<file path="config.mk">
export PLATFORM = sky130hd
export DESIGN_NAME = frame_cmd_dispatcher
export DESIGN_NICKNAME = d
export VERILOG_FILES = /design/src/rtl/frame_cmd_dispatcher.sv
export SDC_FILE = /design/constraint.sdc
export NUM_CORES = 1
export LEC_CHECK = 0
export ABC_AREA = 1
export CELL_PAD_IN_SITES_DETAIL_PLACEMENT = 0
export CELL_PAD_IN_SITES_GLOBAL_PLACEMENT = 1
export CORE_MARGIN = 2
export CORE_UTILIZATION = 52
export CTS_CLUSTER_SIZE = 30
export DETAILED_ROUTE_END_ITERATION = 8
export PLACE_DENSITY = 0.87
export SYNTH_ARGS = -nofsm -noshare
export SYNTH_HDL_FRONTEND = slang
export SYNTH_SLANG_ARGS = --single-unit
export TNS_END_PERCENT = 20
</file>
<file path="constraint.sdc">
create_clock -name clk -period 10.3 [get_ports clk]
set_input_delay 2.06 -clock clk [delete_from_list [all_inputs] [get_ports clk]]
set_output_delay 2.06 -clock clk [all_outputs]
set_load 0.01 [all_outputs]
</file>
<file path="src/rtl/frame_cmd_dispatcher.sv">
// HPS command FIFO replayed one word/clk onto the display command bus; 2-clk write-to-bus latency.
// Swap words (info==F) wait for vblank, once per frame; waitrequest is high exactly while the FIFO is full.
module frame_cmd_dispatcher #(
  parameter int          FIFO_DEPTH = 16,
  parameter logic [9:0]  VACTIVE    = 10'd480,
  parameter logic [31:0] IDLE_WORD  = 32'h0
) (
  input  logic                            clk,
  input  logic                            reset,
  input  logic                            chipselect,
  input  logic                            write,
  input  logic [31:0]                     writedata,
  output logic                            waitrequest,
  input  logic [9:0]                      vcount,
  output logic [31:0]                     cmd_out,
  output logic                            cur_buffer,
  output logic                            swap_pending,
  output logic [$clog2(FIFO_DEPTH):0]     fifo_level,
  output logic                            overflow
);

  localparam int AW = $clog2(FIFO_DEPTH);
  localparam int LW = AW + 1;

  typedef enum logic {RUN, WAIT_VBL} state_t;

  state_t        state;
  logic [31:0]   mem [FIFO_DEPTH];
  logic [AW-1:0] rd_ptr;
  logic [AW-1:0] wr_ptr;
  logic [LW-1:0] level;
  logic          swap_done;

  logic          full;
  logic          empty;
  logic          vblank;
  logic [31:0]   head;
  logic          head_swap;
  logic          wr_req;
  logic          pop;
  logic          push;

  assign full        = (level == LW'(FIFO_DEPTH));
  assign empty       = (level == '0);
  assign vblank      = (vcount >= VACTIVE);
  assign head        = mem[rd_ptr];
  assign head_swap   = (head[20:17] == 4'hF);
  assign wr_req      = chipselect & write;
  assign waitrequest = full;
  assign fifo_level  = level;

  // WAIT_VBL is only ever entered with a swap at the head, so no empty check is needed there.
  always_comb begin
    pop = 1'b0;
    if (state == RUN)
      pop = !empty && !head_swap;
    else
      pop = vblank && !swap_done;
  end

  // A pop in the same cycle frees the slot, so a write at full is still taken then.
  assign push = wr_req && (!full || pop);

  always_ff @(posedge clk) begin
    if (push)
      mem[wr_ptr] <= writedata;
  end

  always_ff @(posedge clk or negedge reset) begin
    if (!reset) begin
      state        <= RUN;
      rd_ptr       <= '0;
      wr_ptr       <= '0;
      level        <= '0;
      swap_done    <= 1'b0;
      cmd_out      <= IDLE_WORD;
      cur_buffer   <= 1'b0;
      swap_pending <= 1'b0;
      overflow     <= 1'b0;
    end else begin
      cmd_out <= pop ? head : IDLE_WORD;

      if (push)
        wr_ptr <= wr_ptr + AW'(1);
      if (pop)
        rd_ptr <= rd_ptr + AW'(1);

      case ({push, pop})
        2'b10:   level <= level + LW'(1);
        2'b01:   level <= level - LW'(1);
        default: level <= level;
      endcase

      if (wr_req && !push)
        overflow <= 1'b1;

      if (!vblank)
        swap_done <= 1'b0;

      case (state)
        RUN: begin
          if (!empty && head_swap) begin
            state        <= WAIT_VBL;
            swap_pending <= 1'b1;
          end
        end
        WAIT_VBL: begin
          if (vblank && !swap_done) begin
            state        <= RUN;
            swap_pending <= 1'b0;
            cur_buffer   <= head[13];
            swap_done    <= 1'b1;
          end
        end
        default: state <= RUN;
      endcase
    end
  end

endmodule

</file>
==> results.yml, run 1 <==
routing:
  drc: 0
  drt_first_pass_iters: 5
  drt_first_iter_violations: 1426
  wl_per_cell_um: 22.4
  detail-route-antenna-nets: 0
  viasPerCell: 5.92
  finalWirelength_um: 51100
  detailroute.via_count: 13552
logic_synthesis:
  postSynth.topFlopCell: "sky130_fd_sc_hd__edfxtp_1"
  synth_top_family_by_area: "compound AO/OA/AOI/OAI gates"
  ys_ff_latch: 562
  syn_inst_count: 1643
  synth_largest_area_cell: "sky130_fd_sc_hd__edfxtp_1"
  yosys-top-cells-area: "sky130_fd_sc_hd__edfxtp_1, sky130_fd_sc_hd__nand2_1, sky130_fd_sc_hd__dfrtp_1, sky130_fd_sc_hd__a21oi_1, sky130_fd_sc_hd__a32o_1"
  post_synth_mux_area_share: 0
  synth_adder_area_share: 0.00454
  synth.yosys.warnings: 0
  synthSimpleGateAreaFrac: 0.0941
  netlist.area_leader.share: 0.697
  yosysUniqueCellTypes: 36
  synth-async-reset-ratio: 0.0890
  synth-compound-area-share: 0.116
  syn_area_per_cell_um2: 13.4
  nets_in_the_synthesized_netlist: 1697
  ys_seq_area_frac: 0.754
  synth_xor_area_frac: 0.00318
  synth-edff-count: 512
  mappedNetlistArea_um2: 22100
die:
  io_pins: 87
  die_h_um: 210
  design.core.area_um2: 41900
  starting_utilization_of_the_core_area: 0.526
  floorplan.rows: 75
  die-area_um2: 44100
  die_x_um: 210
cts:
  cts_tree: "built"
  insertion_delay_ns: 0.59
  clock_sink_count: 562
  htree_num_levels: 2
  post_cts_resized: 0
  clock_root_buffer: "sky130_fd_sc_hd__clkbuf_16"
  postCtsSetupRepairBufs: 0
  tritoncts_buffers: 54
  clkTransAtPathRegs_ns: 0.06
  post_cts_hold_buffer_count: 0
  cts-root-to-sink-buffers: 3
critical_path:
  criticalPathCategory: "flip-flop to flip-flop"
  reg2regPathDepth: 21
  reg_to_reg_end: "fifo_level[4]"
  worstSetupEndpoint: "fifo_level[4]"
  critPathRequiredTime_ns: 10.73
  critical_path.max_fanout: 58
  arrival_ns: 5.89
  setup.worst_path.start: "rd_ptr[2]"
  r2r-start: "rd_ptr[2]"
  setup_slack_reg_to_reg_ns: 4.85
  crit_path_end_kind: "flip-flop"
  crit_path_start_kind: "flip-flop"
pwr:
  p_int_mw: 4.69
  ir_worst_vdd_uv: 194
  pwr_density_cell_nw_per_um2: 284
  power.share.clock: 0.282
  power_leakage_nw: 8.61
  sequentialPowerShare: 0.392
  power.switching_fraction: 0.345
  power.switching_mw: 2.46
  combinationalPowerShare: 0.326
global_route:
  use_met1: 0.320
  grt_pass1_vias: 13494
  grt_antenna_before_repair: 1
  grt_max_degree: 108
  grt_overflow: 0
  global_route_wire_length_before_repair_um: 78500
  grt_met2_use: 0.401
  globalRoute.busiestLayer: "met2"
  grt_usage: 0.235
  globalRouteMet3Util: 0.0347
sta:
  finalWorstPathRequiredPeriod_ns: 5.45
  hold_violations: 0
  timing.hold.ws_ns: 0.486
  totalNegativeSetupSlack_ns: 0
  max_slew.worst_pin.slew_ns: 1.19
  maxClockFrequency_mhz: 183
  setup_slack_ns: 4.85
  finalMaxSlewViolations: 0
  timing.slew.headroom: 0.208
  rsz_0062_raised_after_global_routing: "false"
  finalClockSkew_ns: 0.0229
  setup_violations: 0
  final.period_utilization: 0.530
placed_design:
  placedInstanceArea_um2: 23400
  place_worst_setup_slack_ns: 4.63
  hpwl_um: 24800
  place.port_buffers: 81
  place.gp.congestion: 0.755
finish:
  area_growth_pct: 14.3
  final_net_count: 1756
  stdcell_area_um2: 25200
  fraction_of_final_layout_cells_sized_beyond_drive_strength_1: 0.0767
  num-fill-cells: 3080
  layout.cells.most_common_list: "sky130_fd_sc_hd__edfxtp_1, sky130_fd_sc_hd__nand2_1, sky130_fd_sc_hd__a21oi_1"
  layout.cells.most_common: "sky130_fd_sc_hd__edfxtp_1"
outcome:
  status: "complete, no violations"
flow_run:
  cap_viol_max_count: 0
min_path:
  holdCritPathClass: "flip-flop to flip-flop"
## stage by stage
stage / total power, mW / util / std cells
after CTS: 7.17 / 0.601 / 2286
final: 7.15 / 0.601 / 2288
after floorplan: 4.41 / - / 1643
after global placement: 5.09 / 0.558 / 2185
after detailed placement: 5.17 / 0.558 / 2185
after global routing: 7.52 / 0.601 / 2287
## layer usage
layer	vias to the layer above	part of all wire
met5	-	0
met4	0	0.019
met3	76	0.073
met2	584	0.50
met1	6702	0.41
li1	6190	-
## flip-flops by register name, indices dropped and copies added (netlist names)
signal        flops
cmd_out          32
cur_buffer        1
fifo_level        5
mem             512
overflow          1
rd_ptr            4
state             1
swap_done         1
swap_pending      1
wr_ptr            4
## Yosys cell counts, types with 2 or more instances
cell type	instances
sky130_fd_sc_hd__nor4_1	2
sky130_fd_sc_hd__dfrtp_1	50
sky130_fd_sc_hd__o21ai_0	68
sky130_fd_sc_hd__a221oi_1	27
sky130_fd_sc_hd__buf_2	34
sky130_fd_sc_hd__inv_2	5
sky130_fd_sc_hd__a32o_1	54
sky130_fd_sc_hd__nor2_1	83
sky130_fd_sc_hd__nand2_1	412
sky130_fd_sc_hd__clkbuf_1	53
sky130_fd_sc_hd__o21ai_1	3
sky130_fd_sc_hd__xnor2_1	2
sky130_fd_sc_hd__a221o_1	27
sky130_fd_sc_hd__ha_1	8
sky130_fd_sc_hd__inv_1	31
sky130_fd_sc_hd__buf_4	8
sky130_fd_sc_hd__o211ai_1	29
sky130_fd_sc_hd__buf_1	9
sky130_fd_sc_hd__xor2_1	6
sky130_fd_sc_hd__edfxtp_1	512
sky130_fd_sc_hd__nand3_1	29
sky130_fd_sc_hd__nand2_2	3
sky130_fd_sc_hd__buf_6	3
sky130_fd_sc_hd__a21oi_1	173
## final cells by class
class	count	area, µm²	share of cell area
clock buffer	74	1480	0.0586
multi-input combinational	938	4920	0.195
timing repair buffer	110	1020	0.0406
inverter	36	143	0.00566
sequential	562	16600	0.660
antenna	2	5.00	0.000199
tap	539	674	0.0267
clock inverter	27	332	0.0132
## worst min-delay path by stage
stage,start,end,slack [ns],cells past startpoint
global placement,overflow,overflow,0.46,1
finish,overflow,overflow,0.49,1
floorplan,swap_done,state,0.48,2
CTS,cur_buffer,cur_buffer,0.49,2
detailed placement,cur_buffer,cur_buffer,0.47,2
global route,overflow,overflow,0.51,1
## cell families after synthesis
group / count (synthesis)
flip-flops: 562
AND/OR/NAND/NOR: 533
adder cells (fa/ha/maj): 8
AO/OA/AOI/OAI: 389
XOR/XNOR: 8
buffers and inverters: 143
## power by group through the flow
| stage | clock network [mW] | logic (mW) | registers, mW |
|---|---|---|---|
| 2_1_floorplan | 0 | 1.58 | 2.83 |
| 3_3_place_gp | 0 | 2.25 | 2.84 |
| 3_5_place_dp | 0 | 2.32 | 2.85 |
| 4_1_cts | 2.03 | 2.34 | 2.80 |
| 5_1_grt | 2.12 | 2.57 | 2.82 |
| 6_report | 2.01 | 2.33 | 2.80 |
## worst max-delay path, cell delays in order, from the launching register on
cell and delay, ns:
sky130_fd_sc_hd__dfrtp_2 0.38, sky130_fd_sc_hd__buf_4 0.37, sky130_fd_sc_hd__inv_2 0.40, sky130_fd_sc_hd__buf_4 0.71
sky130_fd_sc_hd__nor2_4 0.17, sky130_fd_sc_hd__nand3_1 0.14, sky130_fd_sc_hd__nand2_1 0.05, sky130_fd_sc_hd__nor2_1 0.09
sky130_fd_sc_hd__nand2_1 0.13, sky130_fd_sc_hd__nand2_1 0.10, sky130_fd_sc_hd__nand2_1 0.10, sky130_fd_sc_hd__o21ai_4 0.20
sky130_fd_sc_hd__nand3_4 0.14, sky130_fd_sc_hd__nand2_2 0.72, sky130_fd_sc_hd__ha_1 0.40, sky130_fd_sc_hd__xor2_1 0.21
sky130_fd_sc_hd__ha_1 0.17, sky130_fd_sc_hd__a21oi_1 0.05, sky130_fd_sc_hd__nor2_1 0.12, sky130_fd_sc_hd__inv_1 0.08
sky130_fd_sc_hd__o311ai_0 0.41, sky130_fd_sc_hd__xor2_1 0.12
Power figures use the tool's default switching activity.
==> inputs of run 2 (changes only) <==
--- a/config.mk
+++ b/config.mk
@@ -9,10 +9,10 @@
 export CELL_PAD_IN_SITES_DETAIL_PLACEMENT = 0
 export CELL_PAD_IN_SITES_GLOBAL_PLACEMENT = 1
 export CORE_MARGIN = 2
-export CORE_UTILIZATION = 52
+export CORE_UTILIZATION = 46
 export CTS_CLUSTER_SIZE = 30
 export DETAILED_ROUTE_END_ITERATION = 8
-export PLACE_DENSITY = 0.87
+export PLACE_DENSITY = 0.82
 export SYNTH_ARGS = -nofsm -noshare
 export SYNTH_HDL_FRONTEND = slang
 export SYNTH_SLANG_ARGS = --single-unit
==> constraint.sdc (replaced) <==
create_clock -name clk -period 4.6 [get_ports clk]
set_input_delay 0.92 -clock clk [delete_from_list [all_inputs] [get_ports clk]]
set_output_delay 0.92 -clock clk [all_outputs]
set_load 0.01 [all_outputs]
==> run 2 against run 1 <==
  * Cell count grew 4.0%
  * Via count grew 1.0%
  * Final area grew 1.5%
  * Routed wire length grew 2.3%
  * Critical path type unchanged
==> results.yml, run 2 (synthesis gave the netlist of run 1 again) <==
die:
  floorplan.rows: 80
  starting_utilization_of_the_core_area: 0.464
  design.core.area_um2: 47500
  die-area_um2: 49700
  die_h_um: 223
  io_pins: 87
  die_x_um: 223
finish:
  seqCellArea_um2: 16600
  layout.cells.most_common_list: "sky130_fd_sc_hd__edfxtp_1, sky130_fd_sc_hd__nand2_1, sky130_fd_sc_hd__a21oi_1"
  fraction_of_final_layout_cells_sized_beyond_drive_strength_1: 0.0885
  post-route-util: 0.538
  layout.cells.most_common: "sky130_fd_sc_hd__edfxtp_1"
  area_growth_pct: 16.0
  largest_register_ff_count: 512
  largest_register: "mem"
  stdcell_area_um2: 25600
  multi_input_comb_area_um2: 4920
  num-fill-cells: 3765
  final_net_count: 1771
pwr:
  pwr_density_cell_nw_per_um2: 636
  finalPower_mw: 16.3
  ir_worst_vdd_uv: 312
  power_leakage_nw: 8.76
sta:
  max_slew.worst_pin.slew_ns: 1.09
  hold_violations: 0
  finalMaxSlewViolations: 0
  timing.slew.headroom: 0.271
  final.period_utilization: 0.853
  maxClockFrequency_mhz: 255
  totalNegativeSetupSlack_ns: 0
  setup_violations: 0
  finalClockSkew_ns: 0.0125
  finalWorstPathRequiredPeriod_ns: 3.92
  rsz_0062_raised_after_global_routing: "false"
cts:
  post_cts_hold_buffer_count: 0
  htree_num_levels: 2
  cts_tree: "built"
  clkTransAtPathRegs_ns: 0.06
  clock_root_buffer: "sky130_fd_sc_hd__clkbuf_16"
  postCtsSetupRepairBufs: 0
  insertion_delay_ns: 0.60
  clock_sink_count: 562
  cts-root-to-sink-buffers: 3
  tritoncts_buffers: 54
  post_cts_resized: 0
critical_path:
  critPathRequiredTime_ns: 5.06
  critical_path.max_fanout: 49
  arrival_ns: 4.38
  crit_path_end_kind: "flip-flop"
  criticalPathCategory: "flip-flop to flip-flop"
  crit_path_start_kind: "flip-flop"
routing:
  drt_first_pass_iters: 7
  met2WireLength_um: 25400
  top_signal_layer_used: "met5"
  drt_first_iter_violations: 1356
  finalWirelength_um: 52300
  wl_per_cell_um: 22.0
  viasPerCell: 5.75
  drc: 0
  detailroute.via_count: 13691
  detail-route-antenna-nets: 0
  routed-wl-met3_um: 3440
  wl_met1_um: 22000
global_route:
  grt_usage: 0.210
  grt_overflow: 0
  grt_antenna_before_repair: 2
  grt_pass1_vias: 13510
  grt_max_degree: 101
  global_route_wire_length_before_repair_um: 79000
placed_design:
  place.port_buffers: 81
  place.gp.congestion: 0.773
  placedInstanceArea_um2: 23700
  hpwl_um: 28100
flow_run:
  cap_viol_max_count: 0
min_path:
  holdCritPathClass: "primary input to async pin"
outcome:
  status: "complete, no violations"
run 2: changes by cell type in the layout (fill, tap and decap cells not counted), sizes merged:
| cell | delta |
|---|---|
| clkbuf | +1 |
| bufinv | +1 |
| clkinv | -1 |
| buf | +15 |
| diode | -1 |
run 2: worst max-delay path, cell delays in order (launching register included):
cell	delay, ns
sky130_fd_sc_hd__dfrtp_4	0.58
sky130_fd_sc_hd__buf_4	0.51
sky130_fd_sc_hd__nand2_1	0.11
sky130_fd_sc_hd__nand3_1	0.11
sky130_fd_sc_hd__nand2_1	0.05
sky130_fd_sc_hd__nor2_1	0.12
sky130_fd_sc_hd__nand2_1	0.07
sky130_fd_sc_hd__nand2_1	0.07
sky130_fd_sc_hd__nand2_1	0.12
sky130_fd_sc_hd__o21ai_4	0.21
sky130_fd_sc_hd__nand3_4	0.15
sky130_fd_sc_hd__nand2_2	0.10
sky130_fd_sc_hd__buf_4	0.44
sky130_fd_sc_hd__ha_1	0.30
sky130_fd_sc_hd__a21oi_1	0.10
sky130_fd_sc_hd__nor2_1	0.11
sky130_fd_sc_hd__inv_1	0.07
sky130_fd_sc_hd__o32ai_1	0.12
sky130_fd_sc_hd__o311ai_0	0.23
sky130_fd_sc_hd__xor2_1	0.19
run 2: metal layers:
metal  vias to the layer above  global-route usage
met4                         2              0.0740
met3                       107              0.0387
li1                       6220                   -
met5                         -                   0
met1                      6870               0.282
met2                       492               0.345
run 2: report_power, final:
group / switching, mW / internal (mW) / leakage [nW]
clock network: 1.86 / 2.83 / 0.926
registers: 0.229 / 6.02 / 5.22
logic: 3.52 / 1.82 / 2.61
run 2: final cells by class:
type | count | share of cell area
flip-flops and latches | 562 | 0.650
multi-input cells | 938 | 0.192
clock buffers | 75 | 0.0599
repair buffers | 125 | 0.0478
well taps | 615 | 0.0301
clock inverters | 27 | 0.0143
inverters | 36 | 0.00557
diodes | 1 | 0.0000978
run 2: worst paths after layout:
check                      slack (ns)  cells past startpoint             to      start
max                              0.68                     19  fifo_level[4]  rd_ptr[0]
min                              0.47                      1      swap_done      reset
max reg2reg                      0.68                     19  fifo_level[4]  rd_ptr[0]
min reg2reg                      0.51                      1       overflow   overflow
max in group asynchronous        3.30                      2    cmd_out[10]      reset
min in group clk                 0.51                      1       overflow   overflow
run 2: metrics by stage:
step           cells  hold WS (ns)  setup slack (ns)
3_5_place_dp    2276         0.494             0.617
5_1_grt         2379         0.539             0.276
4_1_cts         2378         0.493             0.645
6_report        2379         0.469             0.678
2_1_floorplan   1643         0.482              1.07
3_3_place_gp    2276         0.473             0.698
==> inputs of run 3 (changes only) <==
--- a/config.mk
+++ b/config.mk
@@ -12,7 +12,9 @@
 export CORE_UTILIZATION = 46
 export CTS_CLUSTER_SIZE = 30
 export DETAILED_ROUTE_END_ITERATION = 8
+export GPL_TIMING_DRIVEN = 0
 export PLACE_DENSITY = 0.82
+export SLEW_MARGIN = 20
 export SYNTH_ARGS = -nofsm -noshare
 export SYNTH_HDL_FRONTEND = slang
 export SYNTH_SLANG_ARGS = --single-unit
==> run 3 against run 2 <==
  * Power increased by 5.9%
  * Combinational power is 20% higher
  * Register-to-register slack better by 0.04 ns
  * Core utilization is 1.2 points higher
  * First-iteration DRC count increased by 56%
  * Fmax rose by 1.1%
  * Non-clock buffer count up 85
  * Via count increased by 7.9%
  * Critical path depth increased by 2
  * Sequential power fell by 1%
  * Hold slack worse by 0.21 ns
  * Global-route usage up 4.5 points
  * Critical endpoint unchanged
  * Largest cell class unchanged
==> results.yml, run 3 (synthesis gave the netlist of run 1 again) <==
finish:
  fraction_of_final_layout_cells_sized_beyond_drive_strength_1: 0.0941
  layout.cells.most_common_list: "sky130_fd_sc_hd__edfxtp_1, sky130_fd_sc_hd__nand2_1, sky130_fd_sc_hd__a21oi_1"
  final_net_count: 1857
  largest_register_ff_count: 512
  finish.cell_count_without_fillers: 2464
  ant_cells: 0
  area_growth_pct: 18.6
  layout.cells.most_common: "sky130_fd_sc_hd__edfxtp_1"
  largest_register: "mem"
cts:
  clkTransAtPathRegs_ns: 0.06
  postCtsSetupRepairBufs: 0
  post_cts_resized: 0
  tritoncts_buffers: 55
  cts-root-to-sink-buffers: 3
  htree_num_levels: 2
  cts_tree: "built"
  clock_root_buffer: "sky130_fd_sc_hd__clkbuf_16"
  insertion_delay_ns: 0.60
  clock_sink_count: 562
  post_cts_hold_buffer_count: 0
placed_design:
  place.port_buffers: 81
  place.gp.congestion: 0.817
  place_worst_setup_slack_ns: 0.433
  place.detailed.instances: 2361
  hpwl_um: 40500
routing:
  drc: 0
  drt_first_iter_violations: 2113
  viasPerCell: 6.00
  detailroute.via_count: 14779
  finalWirelength_um: 63300
  wl_per_cell_um: 25.7
  detail-route-antenna-nets: 0
  drt_first_pass_iters: 6
sta:
  timing.slew.headroom: 0.251
  finalClockSkew_ns: 0.0180
  finalWorstPathRequiredPeriod_ns: 3.88
  rsz_0062_raised_after_global_routing: "false"
  final.period_utilization: 0.843
  max_slew.worst_pin.slew_ns: 1.12
  totalNegativeSetupSlack_ns: 0
  hold_violations: 0
  maxClockFrequency_mhz: 258
  finalMaxSlewViolations: 0
  setup_slack_ns: 0.720
  setup_violations: 0
critical_path:
  setup_slack_reg_to_reg_ns: 0.72
  setup.worst_path.start: "rd_ptr[0]"
  crit_path_end_kind: "flip-flop"
  crit_path_start_kind: "flip-flop"
  r2r-start: "rd_ptr[0]"
  critical_path.max_fanout: 11
  criticalPathCategory: "flip-flop to flip-flop"
  arrival_ns: 4.39
  reg2regPathDepth: 21
  reg_to_reg_end: "fifo_level[4]"
  worstSetupEndpoint: "fifo_level[4]"
  critPathRequiredTime_ns: 5.11
die:
  die_h_um: 223
  design.core.area_um2: 47500
  die_x_um: 223
  die-area_um2: 49700
  floorplan.rows: 80
  io_pins: 87
  starting_utilization_of_the_core_area: 0.464
pwr:
  power_leakage_nw: 8.99
  ir_worst_vdd_uv: 391
  pwr_density_cell_nw_per_um2: 659
global_route:
  use_met1: 0.348
  grt_met2_use: 0.411
  grt_max_degree: 28
  grt_antenna_before_repair: 1
  grt_overflow: 0
  globalRouteMet3Util: 0.0465
  global_route_wire_length_before_repair_um: 93100
  grt_pass1_vias: 14787
  grt_usage: 0.255
  globalRoute.busiestLayer: "met2"
min_path:
  holdCritPathClass: "primary input to async pin"
flow_run:
  cap_viol_max_count: 0
outcome:
  status: "complete, no violations"
## run 3: how the worst min path moves through the flow
stage | from | endpoint | slack (ns) | cells past startpoint
2_1_floorplan | swap_done | state | 0.48 | 2
3_3_place_gp | overflow | overflow | 0.46 | 1
3_5_place_dp | overflow | overflow | 0.48 | 1
4_1_cts | reset | swap_pending | 0.26 | 1
5_1_grt | reset | swap_pending | 0.28 | 1
6_report | reset | swap_pending | 0.26 | 1
## run 3: where the power goes
| group | internal (mW) | switching, mW | total (mW) |
|---|---|---|---|
| logic | 2.02 | 4.41 | 6.43 |
| clock network | 2.76 | 1.88 | 4.63 |
| registers | 6.01 | 0.151 | 6.16 |
| total | 10.8 | 6.44 | 17.2 |
## run 3: through the flow
step	hold slack (ns)	utilization	instance area [µm²]	power, mW
detailed placement	0.481	0.511	24300	12.5
finish	0.262	0.550	26200	17.2
global placement	0.463	0.497	23600	12.3
floorplan	0.482	-	22100	9.87
global route	0.279	0.550	26200	18.0
CTS	0.259	0.550	26200	17.2
## run 3: final cells by class
class                   instances  area, µm²
inverters                      36        135
fillers                      3732      21400
clock inverters                23        285
flip-flops and latches        562      16600
clock buffers                  80       1570
well taps                     615        769
plain buffers                 107        497
repair buffers                103       1350
multi-input cells             938       4920
## run 3: critical path, stage by stage (launching register included)
cell	delay, ns
sky130_fd_sc_hd__dfrtp_1	0.41
sky130_fd_sc_hd__inv_2	0.16
sky130_fd_sc_hd__buf_2	0.28
sky130_fd_sc_hd__nand2_1	0.08
sky130_fd_sc_hd__nand3_1	0.09
sky130_fd_sc_hd__nand2_1	0.05
sky130_fd_sc_hd__nor2_1	0.18
sky130_fd_sc_hd__nand2_1	0.09
sky130_fd_sc_hd__nand2_1	0.09
sky130_fd_sc_hd__nand2_2	0.09
sky130_fd_sc_hd__o21ai_4	0.17
sky130_fd_sc_hd__nand3_4	0.14
sky130_fd_sc_hd__nand2_2	0.11
sky130_fd_sc_hd__buf_4	0.29
sky130_fd_sc_hd__ha_1	0.32
sky130_fd_sc_hd__xor2_1	0.22
sky130_fd_sc_hd__ha_1	0.18
sky130_fd_sc_hd__a21oi_1	0.06
sky130_fd_sc_hd__nor2_1	0.14
sky130_fd_sc_hd__inv_1	0.07
sky130_fd_sc_hd__o311ai_0	0.37
sky130_fd_sc_hd__xor2_1	0.18
## run 3: routing by layer
layer,vias to the layer above,share of wire
met1,7315,0.39
met3,162,0.10
li1,6397,-
met5,-,0.00021
met2,903,0.47
met4,2,0.036
